## config.mk

```make
export PLATFORM = sky130hd
export DESIGN_NAME = butterfly_unit_pipe
export DESIGN_NICKNAME = d
export VERILOG_FILES = /design/src/rtl/fft_bfly_pkg.sv /design/src/rtl/cmplx_mult_q.sv /design/src/rtl/butterfly_unit_pipe.sv
export SDC_FILE = /design/constraint.sdc
export NUM_CORES = 2
export LEC_CHECK = 0
export ABC_AREA = 1
export BUFFER_PORTS_ARGS = -buffer_cell sky130_fd_sc_hd__buf_2
export CAP_MARGIN = 20
export CORE_AREA = 4 4 480 482
export DETAILED_ROUTE_END_ITERATION = 7
export DIE_AREA = 0 0 484 486
export HOLD_SLACK_MARGIN = 0.03
export PLACE_DENSITY = 0.52
export SYNTH_ARGS = -nofsm -noshare
export SYNTH_HDL_FRONTEND = slang
export SYNTH_SLANG_ARGS = --single-unit
```

## constraint.sdc

```tcl
create_clock -name i_clk -period 10.7 [get_ports i_clk]
set_clock_uncertainty 0.15 [all_clocks]
set_input_delay 1.605 -clock i_clk [delete_from_list [all_inputs] [get_ports i_clk]]
set_output_delay 1.605 -clock i_clk [all_outputs]
set_load 0.02 [all_outputs]
```

## src/rtl/fft_bfly_pkg.sv

```systemverilog
// Shared types and fixed-point helpers for the pipelined radix-2 butterfly.
//   bfly_mode_e : runtime butterfly flavour (DIT / DIF)
//   acc_t       : wide signed working type for all intermediate arithmetic
//   cplx_acc_t  : packed complex pair of acc_t
//   rnd_shr     : arithmetic right shift with round-half-up
//   fits / clip : range test and saturate-or-wrap reduction to a target width
package fft_bfly_pkg;

  typedef enum logic {BFLY_DIT = 1'b0, BFLY_DIF = 1'b1} bfly_mode_e;

  // Working width is far above any operand/product width the butterfly can
  // produce, so intermediate results never overflow before the final clip.
  localparam int ACC_W = 64;
  typedef logic signed [ACC_W-1:0] acc_t;

  typedef struct packed {
    acc_t re;
    acc_t im;
  } cplx_acc_t;

  // (x + 2^(sh-1)) >>> sh : ties round towards +inf.
  function automatic acc_t rnd_shr(acc_t x, int sh);
    if (sh <= 0) return x;
    return (x + (acc_t'(1) <<< (sh - 1))) >>> sh;
  endfunction

  // True when x lies in [-2^(w-1), 2^(w-1)-1].
  function automatic logic fits(acc_t x, int w);
    acc_t lim;
    lim = acc_t'(1) <<< (w - 1);
    return (x >= -lim) && (x < lim);
  endfunction

  // Reduce x to w bits: saturate when sat=1, otherwise keep the low w bits.
  function automatic acc_t clip(acc_t x, int w, logic sat);
    acc_t lim;
    lim = acc_t'(1) <<< (w - 1);
    if (fits(x, w)) return x;
    if (sat) return x[ACC_W-1] ? -lim : lim - acc_t'(1);
    return (x <<< (ACC_W - w)) >>> (ACC_W - w);
  endfunction

endpackage

```

## src/rtl/cmplx_mult_q.sv

```systemverilog
// Registered complex multiplier p = x * w with fixed-point rescale.
//   x is signed XW-bit, w is signed Q2.(TW_W-2); the four real products are
//   combined and TW_W-2 LSBs are dropped with round-half-up. Result is
//   registered when i_en is high.
// Ports:
//   i_clk, i_rst (async, active high), i_en (stage enable)
//   i_x_re/i_x_im   [XW-1:0]   multiplicand
//   i_w_re/i_w_im   [TW_W-1:0] twiddle
//   o_p_re/o_p_im   [PW-1:0]   registered product
module cmplx_mult_q
  import fft_bfly_pkg::*;
#(
  parameter int XW   = 17,
  parameter int TW_W = 16,
  parameter int PW   = 20
) (
  input  logic            i_clk,
  input  logic            i_rst,
  input  logic            i_en,
  input  logic [XW-1:0]   i_x_re,
  input  logic [XW-1:0]   i_x_im,
  input  logic [TW_W-1:0] i_w_re,
  input  logic [TW_W-1:0] i_w_im,
  output logic [PW-1:0]   o_p_re,
  output logic [PW-1:0]   o_p_im
);

  acc_t w_xr, w_xi, w_wr, w_wi;
  logic [PW-1:0] w_re, w_im;

  assign w_xr = acc_t'($signed(i_x_re));
  assign w_xi = acc_t'($signed(i_x_im));
  assign w_wr = acc_t'($signed(i_w_re));
  assign w_wi = acc_t'($signed(i_w_im));

  assign w_re = PW'(rnd_shr(w_xr * w_wr - w_xi * w_wi, TW_W - 2));
  assign w_im = PW'(rnd_shr(w_xr * w_wi + w_xi * w_wr, TW_W - 2));

  always_ff @(posedge i_clk or posedge i_rst) begin
    if (i_rst) begin
      o_p_re <= '0;
      o_p_im <= '0;
    end else if (i_en) begin
      o_p_re <= w_re;
      o_p_im <= w_im;
    end
  end

endmodule

```

## src/rtl/butterfly_unit_pipe.sv

```systemverilog
// Pipelined fixed-point radix-2 butterfly (3 stages, 1 pair/cycle).
//   DIT: y0 = a + W*b, y1 = a - W*b     DIF: y0 = a + b, y1 = (a - b)*W
//   Optional per-beat 1/2 scaling, overflow flag, valid/ready backpressure.
// Ports:
//   i_clk, i_rst (async, active high)
//   i_valid/o_ready, i_mode (0 DIT, 1 DIF), i_scale
//   i_data_0_*, i_data_1_* [DATA_W-1:0] operands a, b; i_twiddle_* [TW_W-1:0]
//   o_valid/i_ready, o_data_0_*, o_data_1_* [DATA_W-1:0] results, o_ovf
// Build option: BFLY_SAT_EN -> saturate on overflow, otherwise wrap.
module butterfly_unit_pipe
  import fft_bfly_pkg::*;
#(
  parameter int DATA_W = 16,
  parameter int TW_W   = 16
) (
  input  logic              i_clk,
  input  logic              i_rst,
  input  logic              i_valid,
  output logic              o_ready,
  input  logic              i_mode,
  input  logic              i_scale,
  input  logic [DATA_W-1:0] i_data_0_re,
  input  logic [DATA_W-1:0] i_data_0_im,
  input  logic [DATA_W-1:0] i_data_1_re,
  input  logic [DATA_W-1:0] i_data_1_im,
  input  logic [TW_W-1:0]   i_twiddle_re,
  input  logic [TW_W-1:0]   i_twiddle_im,
  output logic              o_valid,
  input  logic              i_ready,
  output logic [DATA_W-1:0] o_data_0_re,
  output logic [DATA_W-1:0] o_data_0_im,
  output logic [DATA_W-1:0] o_data_1_re,
  output logic [DATA_W-1:0] o_data_1_im,
  output logic              o_ovf
);

  localparam int STAGES = 3;
  localparam int XW     = DATA_W + 1;  // S1 operands: room for DIF a+b / a-b
  localparam int PW     = DATA_W + 4;  // rescaled product, covers |W| up to 2

`ifdef BFLY_SAT_EN
  localparam logic SAT_EN = 1'b1;
`else
  localparam logic SAT_EN = 1'b0;
`endif

  // Single global enable: the whole pipe moves or freezes together.
  logic              w_adv, w_acc;
  logic [STAGES:1]   r_vld_pipe;

  assign w_adv   = ~r_vld_pipe[STAGES] | i_ready;
  assign w_acc   = i_valid & w_adv;
  assign o_ready = w_adv;
  assign o_valid = r_vld_pipe[STAGES];

  always_ff @(posedge i_clk or posedge i_rst) begin
    if (i_rst)      r_vld_pipe <= '0;
    else if (w_adv) r_vld_pipe <= {r_vld_pipe[STAGES-1:1], w_acc};
  end

  // ---------------- S1: operand capture, DIF pre-add ----------------
  // x0 carries what y0 is built from (a or a+b), x1 what gets multiplied (b or a-b).
  acc_t          w_a_re, w_a_im, w_b_re, w_b_im;
  logic          w_dif;
  logic [XW-1:0] w_s1_x0_re, w_s1_x0_im, w_s1_x1_re, w_s1_x1_im;

  assign w_a_re = acc_t'($signed(i_data_0_re));
  assign w_a_im = acc_t'($signed(i_data_0_im));
  assign w_b_re = acc_t'($signed(i_data_1_re));
  assign w_b_im = acc_t'($signed(i_data_1_im));
  assign w_dif  = (bfly_mode_e'(i_mode) == BFLY_DIF);

  assign w_s1_x0_re = XW'(w_dif ? w_a_re + w_b_re : w_a_re);
  assign w_s1_x0_im = XW'(w_dif ? w_a_im + w_b_im : w_a_im);
  assign w_s1_x1_re = XW'(w_dif ? w_a_re - w_b_re : w_b_re);
  assign w_s1_x1_im = XW'(w_dif ? w_a_im - w_b_im : w_b_im);

  logic [XW-1:0]   r1_x0_re, r1_x0_im, r1_x1_re, r1_x1_im;
  logic [TW_W-1:0] r1_w_re, r1_w_im;
  bfly_mode_e      r1_mode, r2_mode;
  logic            r1_scale, r2_scale;
  logic [XW-1:0]   r2_x0_re, r2_x0_im;

  always_ff @(posedge i_clk or posedge i_rst) begin
    if (i_rst) begin
      r1_x0_re <= '0; r1_x0_im <= '0; r1_x1_re <= '0; r1_x1_im <= '0;
      r1_w_re  <= '0; r1_w_im  <= '0;
      r1_mode  <= BFLY_DIT; r1_scale <= 1'b0;
      r2_x0_re <= '0; r2_x0_im <= '0;
      r2_mode  <= BFLY_DIT; r2_scale <= 1'b0;
    end else if (w_adv) begin
      r1_x0_re <= w_s1_x0_re; r1_x0_im <= w_s1_x0_im;
      r1_x1_re <= w_s1_x1_re; r1_x1_im <= w_s1_x1_im;
      r1_w_re  <= i_twiddle_re; r1_w_im <= i_twiddle_im;
      r1_mode  <= bfly_mode_e'(i_mode);
      r1_scale <= i_scale;
      // S2 sideband: x0 bypasses the multiplier
      r2_x0_re <= r1_x0_re; r2_x0_im <= r1_x0_im;
      r2_mode  <= r1_mode;  r2_scale <= r1_scale;
    end
  end

  // ---------------- S2: complex multiply x1 * W ----------------
  logic [PW-1:0] w_p_re, w_p_im;

  cmplx_mult_q #(.XW(XW), .TW_W(TW_W), .PW(PW)) u_mult (
    .i_clk  (i_clk),
    .i_rst  (i_rst),
    .i_en   (w_adv),
    .i_x_re (r1_x1_re),
    .i_x_im (r1_x1_im),
    .i_w_re (r1_w_re),
    .i_w_im (r1_w_im),
    .o_p_re (w_p_re),
    .o_p_im (w_p_im)
  );

  // ---------------- S3: add/sub or passthrough, scale, clip ----------------
  acc_t      w_x0_re, w_x0_im, w_pr, w_pi;
  cplx_acc_t w_y0, w_y1;
  logic      w_ovf;

  assign w_x0_re = acc_t'($signed(r2_x0_re));
  assign w_x0_im = acc_t'($signed(r2_x0_im));
  assign w_pr    = acc_t'($signed(w_p_re));
  assign w_pi    = acc_t'($signed(w_p_im));

  always_comb begin
    w_y0 = '0;
    w_y1 = '0;
    if (r2_mode == BFLY_DIF) begin
      w_y0.re = w_x0_re;        w_y0.im = w_x0_im;
      w_y1.re = w_pr;           w_y1.im = w_pi;
    end else begin
      w_y0.re = w_x0_re + w_pr; w_y0.im = w_x0_im + w_pi;
      w_y1.re = w_x0_re - w_pr; w_y1.im = w_x0_im - w_pi;
    end
    if (r2_scale) begin
      w_y0.re = rnd_shr(w_y0.re, 1); w_y0.im = rnd_shr(w_y0.im, 1);
      w_y1.re = rnd_shr(w_y1.re, 1); w_y1.im = rnd_shr(w_y1.im, 1);
    end
  end

  assign w_ovf = ~(fits(w_y0.re, DATA_W) & fits(w_y0.im, DATA_W) &
                   fits(w_y1.re, DATA_W) & fits(w_y1.im, DATA_W));

  always_ff @(posedge i_clk or posedge i_rst) begin
    if (i_rst) begin
      o_data_0_re <= '0; o_data_0_im <= '0;
      o_data_1_re <= '0; o_data_1_im <= '0;
      o_ovf       <= 1'b0;
    end else if (w_adv) begin
      o_data_0_re <= DATA_W'(clip(w_y0.re, DATA_W, SAT_EN));
      o_data_0_im <= DATA_W'(clip(w_y0.im, DATA_W, SAT_EN));
      o_data_1_re <= DATA_W'(clip(w_y1.re, DATA_W, SAT_EN));
      o_data_1_im <= DATA_W'(clip(w_y1.im, DATA_W, SAT_EN));
      o_ovf       <= r_vld_pipe[STAGES-1] & w_ovf;  // never flag a bubble
    end
  end

endmodule

```

# After elaboration in Yosys (flattened, before gate mapping)
# Cells that the tools add are included.
[totals]
reg_bits = 246
elab_cells = 84
in_bits = 102
out_inout_bits = 67
[op_classes]
n_bitwise = 8
mul = 4
magnitude_cmp = 8
n_addsub = 16
mux = 24
n_reduce_logical = 4
[op_table]
columns = ["cell", "count"]
rows = [
  ["two-way mux 128 bit", 4],
  ["adder 64 x 2 -> 64 bit (second input constant)", 4],
  ["greater-or-equal comparator 64 x 16 -> 1 bit (second input constant)", 4],
  ["< comparator 64 x 17 -> 1 bit (second input constant)", 4],
  ["multiplier 17 x 16 -> 33 bit", 4],
  ["two-way mux 16 bit", 8],
  ["adder 34 x 15 -> 34 bit (second input constant)", 2],
  ["two-way mux 17 bit", 4],
  ["adder 17 x 20 -> 21 bit", 2],
  ["subtractor 17 x 20 -> 21 bit", 2],
  ["adder 16 x 16 -> 17 bit", 2],
  ["adder 34 bit", 1],
  ["subtractor 16 x 16 -> 17 bit", 2],
  ["subtractor 34 bit", 1],
  ["two-way mux 1 bit", 8],
  ["bitwise AND 1 bit", 5],
  ["logical AND 1 bit", 4],
  ["inverter 1 bit", 2],
  ["bitwise OR 1 bit", 1],
]

# Longest topological paths before layout
[depth]
depth_word = 11
ltp_mapped = 47
depth_no_buf = 45

# Hierarchy
# From an unflattened synthesis, not the netlist that was laid out.
[unflattened]
cells_unflattened = 9384
hier_area_um2 = 68443.1
[by_module_without_submodules]
columns = ["mod", "seq_area_each_um2", "area_each_um2", "instances", "cells_per_inst"]
rows = [
  ["cmplx_mult_q", 1001.0, 45472.4, 1, 5633],
  ["butterfly_unit_pipe", 5154.9, 22970.8, 1, 3751],
]

# Worst setup path before layout
# No wires, ideal clock.
[synth_timing]
kind = "reg-to-reg"
start = "register r1_w_im[3]"
end = "register u_mult.o_p_re[19]"
setup_time_ns = 0.118
stages_incl_launch_ff = 37
path_buffers = 2
t_required_ns = 10.432
t_arrival_ns = 7.417
period_less_slack_ns = 7.685
path_slack_ns = 3.015
path_cell_list = "dfrtp_1 clkbuf_1 clkbuf_1 nand2_1 inv_1 fa_1 inv_1 fa_1 inv_1 fa_1 fa_1 fa_1 inv_1 fa_1 inv_1 ha_1 a21oi_1 nor2_1 a211oi_1 o221a_2 nand3_1 nand3_1 nand2_1 nand2_1 nor2_1 a2111oi_0 xor2_1 ha_1 ha_1 inv_1 nor4_1 and2_1 nand2_1 nand2_1 o21ai_0 a21oi_1 nor2_1"
[synth_via]
elab_chain_len = 3
[synth_lines]
columns = ["item", "line", "source"]
rows = [
  ["start, declared", "butterfly_unit_pipe.sv:79", "logic [TW_W-1:0] r1_w_re, r1_w_im;"],
  ["start signal, assigned", "butterfly_unit_pipe.sv:94", "r1_w_re <= i_twiddle_re; r1_w_im <= i_twiddle_im;"],
  ["multiplier 17 x 16 -> 33 bit", "cmplx_mult_q.sv:36", "assign w_re = PW'(rnd_shr(w_xr * w_wr - w_xi * w_wi, TW_W - 2));"],
  ["subtractor 34 bit", "cmplx_mult_q.sv:36", ""],
  ["adder 34 x 15 -> 34 bit", "fft_bfly_pkg.sv:24", "return (x + (acc_t'(1) <<< (sh - 1))) >>> sh;"],
  ["end signal, assigned", "cmplx_mult_q.sv:44", "o_p_re <= w_re;"],
  ["end, declared", "cmplx_mult_q.sv:24", "output logic [PW-1:0] o_p_re,"],
]
# No other way between the ends.
# A chain may end at the register's enable or synchronous reset.

# Worst setup path after layout
[layout_timing]
start = "register r1_w_im[12]"
end = "register u_mult.o_p_im[19]"
[layout_via]
elab_chain_len = 3
[layout_lines]
columns = ["item", "line", "source"]
rows = [
  ["multiplier 17 x 16 -> 33 bit", "cmplx_mult_q.sv:37", "assign w_im = PW'(rnd_shr(w_xr * w_wi + w_xi * w_wr, TW_W - 2));"],
  ["adder 34 bit", "cmplx_mult_q.sv:37", ""],
  ["adder 34 x 15 -> 34 bit", "fft_bfly_pkg.sv:24", ""],
  ["end signal, assigned", "cmplx_mult_q.sv:45", "o_p_im <= w_im;"],
  ["end, declared", "cmplx_mult_q.sv:25", "output logic [PW-1:0] o_p_im"],
]
# No other way between the ends.

==> flow_summary.toml <==
[outcome]
status = "completed"

[sta]
slew_headroom_pct = 20.98
hold_viol = 0
max_freq_mhz = 100.3
final.setup.tns_ns = 0
tightest_slew_ns = 1.185
rsz0062_at_grt = "false"
maxSlewViolCount = 0
fin_crit_ns = 9.968
setup_violations = 0
post-route-period-util_pct = 93.16

[synth]
netlist_area_um2 = 69780
synth_seq_cells = 246
synth_flop_cell = "dfrtp_1"
synthesis.nets = 11460
syn-instance-count = 9589
yosys.area.top_type = "fa_1"
yosysWarnings = 0
synth_edf_count = 0
ys_async_sr_fraction_pct = 100.0
synth_top_cell_area_share_pct = 31.90
synthTopCellsByArea = "fa_1 (32%), inv_1 (13%), nand2_1 (13%), ha_1 (12%), dfrtp_1 (8.8%)"
yosysUniqueCellTypes = 69
yosysSeqAreaShare_pct = 8.822
syn_avg_cell_area_um2 = 7.277

[clock_network]
htreeDepth = 2
cts_tree = "yes"
ctsHoldBuffers = 0
cts_sinks = 246
clk_latency_ns = 0.68
numCtsBuffers = 40
clockRootBuffer = "clkbuf_16"
clk_pin_slew_ns = 0.06
ctsLongestPathBuffers = 3

[route]
drt_iter0_drc = 4380
drc = 0
vias_per_cell = 4.814
wl_per_cell_um = 19.47
drt_pass1_iterations = 5
num_vias = 60480
wl_um = 244600
ant_nets = 0

[global_routing]
grt_max_degree = 164
grt_pass1_vias = 62100
grt_pass1_wl_um = 378500
grt_overflow = 0
grt_usage_pct = 20.78
grt_antenna_before_repair = 19

[critical_path]
cpMostUsedCell = "fa_1"
max_stage_delay_ns = 1.12
cp.depth = 34
cp_max_fo = 24
crit_type = "flip-flop to flip-flop"
critPathTopFamily = "adder cells"
reg2reg_depth = 34
cp.arrival_ns = 10.28
worstPathBufferInverterCount = 6
startpoint_type = "flip-flop"
endpoint_kind = "flip-flop"
r2r_slack_ns = 0.73
critPathSlowestCell = "dfrtp_1"
worstPathRequired_ns = 11.01

[floorplanning]
die_area_um2 = 235200
floorplan.initialDensity_pct = 30.82
rows = 175
die_x_um = 484
die_y_um = 486
io_pins = 169
core-area_um2 = 226400

[layout]
utilization_pct = 33.18
layout-drive-gt1-share_pct = 6.377
area_growth_pct = 7.669
fillers = 24420
nets = 11390

[placement]
dp_hpwl_um = 202900
place_congestion = 0.9084
io_buffers = 168

[hold_path]
hold_class = "flip-flop to flip-flop"
hold_depth = 2

[job]
cap_violations = 0
-- cells in the mapped netlist (all sizes together), types with 17 or more instances --
master and instances:
a21oi 383, a31oi 33, buf 69, clkbuf 324, dfrtp 246, fa 1112
ha 658, inv 2464, nand2 2468, nand3 392, nand4 94, nor2 466
nor3 55, nor4 26, o211ai 17, o21ai 365, o21bai 36, o221ai 30
or2 40, xnor2 84, xor2 116
-- layout make-up --
type	count	area (µm²)	area share, %
well taps	3009	3765	5.011
clock buffers	50	1099	1.462
flip-flops and latches	246	6163	8.204
clock inverters	24	281.5	0.3747
diodes	5	12.51	0.01665
inverters	2468	9293	12.37
repair buffers	280	1792	2.385
multi-input cells	6482	52730	70.18
-- layout by cell type, fill, tap and decap left out, types with 51 or more instances in the layout --
master	n
inv_1	2424
nand2_1	2406
fa_1	1112
ha_1	658
nor2_1	406
nand3_1	372
a21oi_1	370
o21ai_0	320
dfrtp_1	242
buf_2	168
xor2_1	116
buf_4	105
nand4_1	92
xnor2_1	84
nand2_2	52
nor3_1	51
-- repair_timing --
item,4_1_cts,5_1_grt
gates resized for setup,0,1
setup endpoints to repair,0,1
buffers inserted,0,1
-- registers in the layout (all words and copies together), names as in the netlist --
signal and count:
o_data_0_im 16, o_data_0_re 16, o_data_1_im 16, o_data_1_re 16, o_ovf 1, r1_mode 1
r1_scale 1, r1_w_im 16, r1_w_re 16, r1_x0_im 17, r1_x0_re 17, r1_x1_im 17
r1_x1_re 17, r2_mode 1, r2_scale 1, r2_x0_im 17, r2_x0_re 17, r_vld_pipe 3
u_mult.o_p_im 20, u_mult.o_p_re 20
-- metal layers --
metal  track usage [%]  part of all wire, %  vias up
met3             2.615                  5.8      271
li1                  -                    -    28440
met5                 0                0.029        -
met2             34.37                   46     1785
met1             28.58                   45    29970
met4             5.768                  3.3       12
-- worst paths after layout --
check                              from           endpoint
min in group asynchronous         i_rst  u_mult.o_p_im[10]
max in group asynchronous         i_rst           r2_scale
min reg2reg                r1_x0_im[13]       r2_x0_im[13]
min                        r1_x0_im[13]       r2_x0_im[13]
max reg2reg                 r1_w_im[12]  u_mult.o_p_im[19]
max                         r1_w_im[12]  u_mult.o_p_im[19]
-- through the flow --
step	area, µm²	worst slack (ns)	instances	hold slack (ns)
3_3_place_gp	73640	0.5546	12480	0.3067
2_1_floorplan	69780	2.187	9589	0.2817
5_1_grt	75120	0.2945	12560	0.3403
4_1_cts	75050	0.5960	12560	0.3198
6_report	75130	0.7322	12560	0.3220
3_5_place_dp	73670	0.6345	12480	0.3051
-- logic make-up after synthesis --
| kind of cell | synth area share (%) |
|---|---|
| buffers and inverters | 15.65 |
| adder cells (fa/ha/maj) | 43.70 |
| flip-flops | 8.822 |
| XOR/XNOR | 2.510 |
| AO/OA/AOI/OAI | 7.796 |
| AND/OR/NAND/NOR | 21.52 |
-- worst min-delay path: cells and delay by family (launching register included) --
| family | cells | cell delay, ns |
|---|---|---|
| flip-flops | 1 | 0.34 |
| AND/OR/NAND/NOR | 2 | 0.10 |
Power is not shown: default switching activity piles up to over one toggle a cycle in this logic, so the estimate is an artifact.
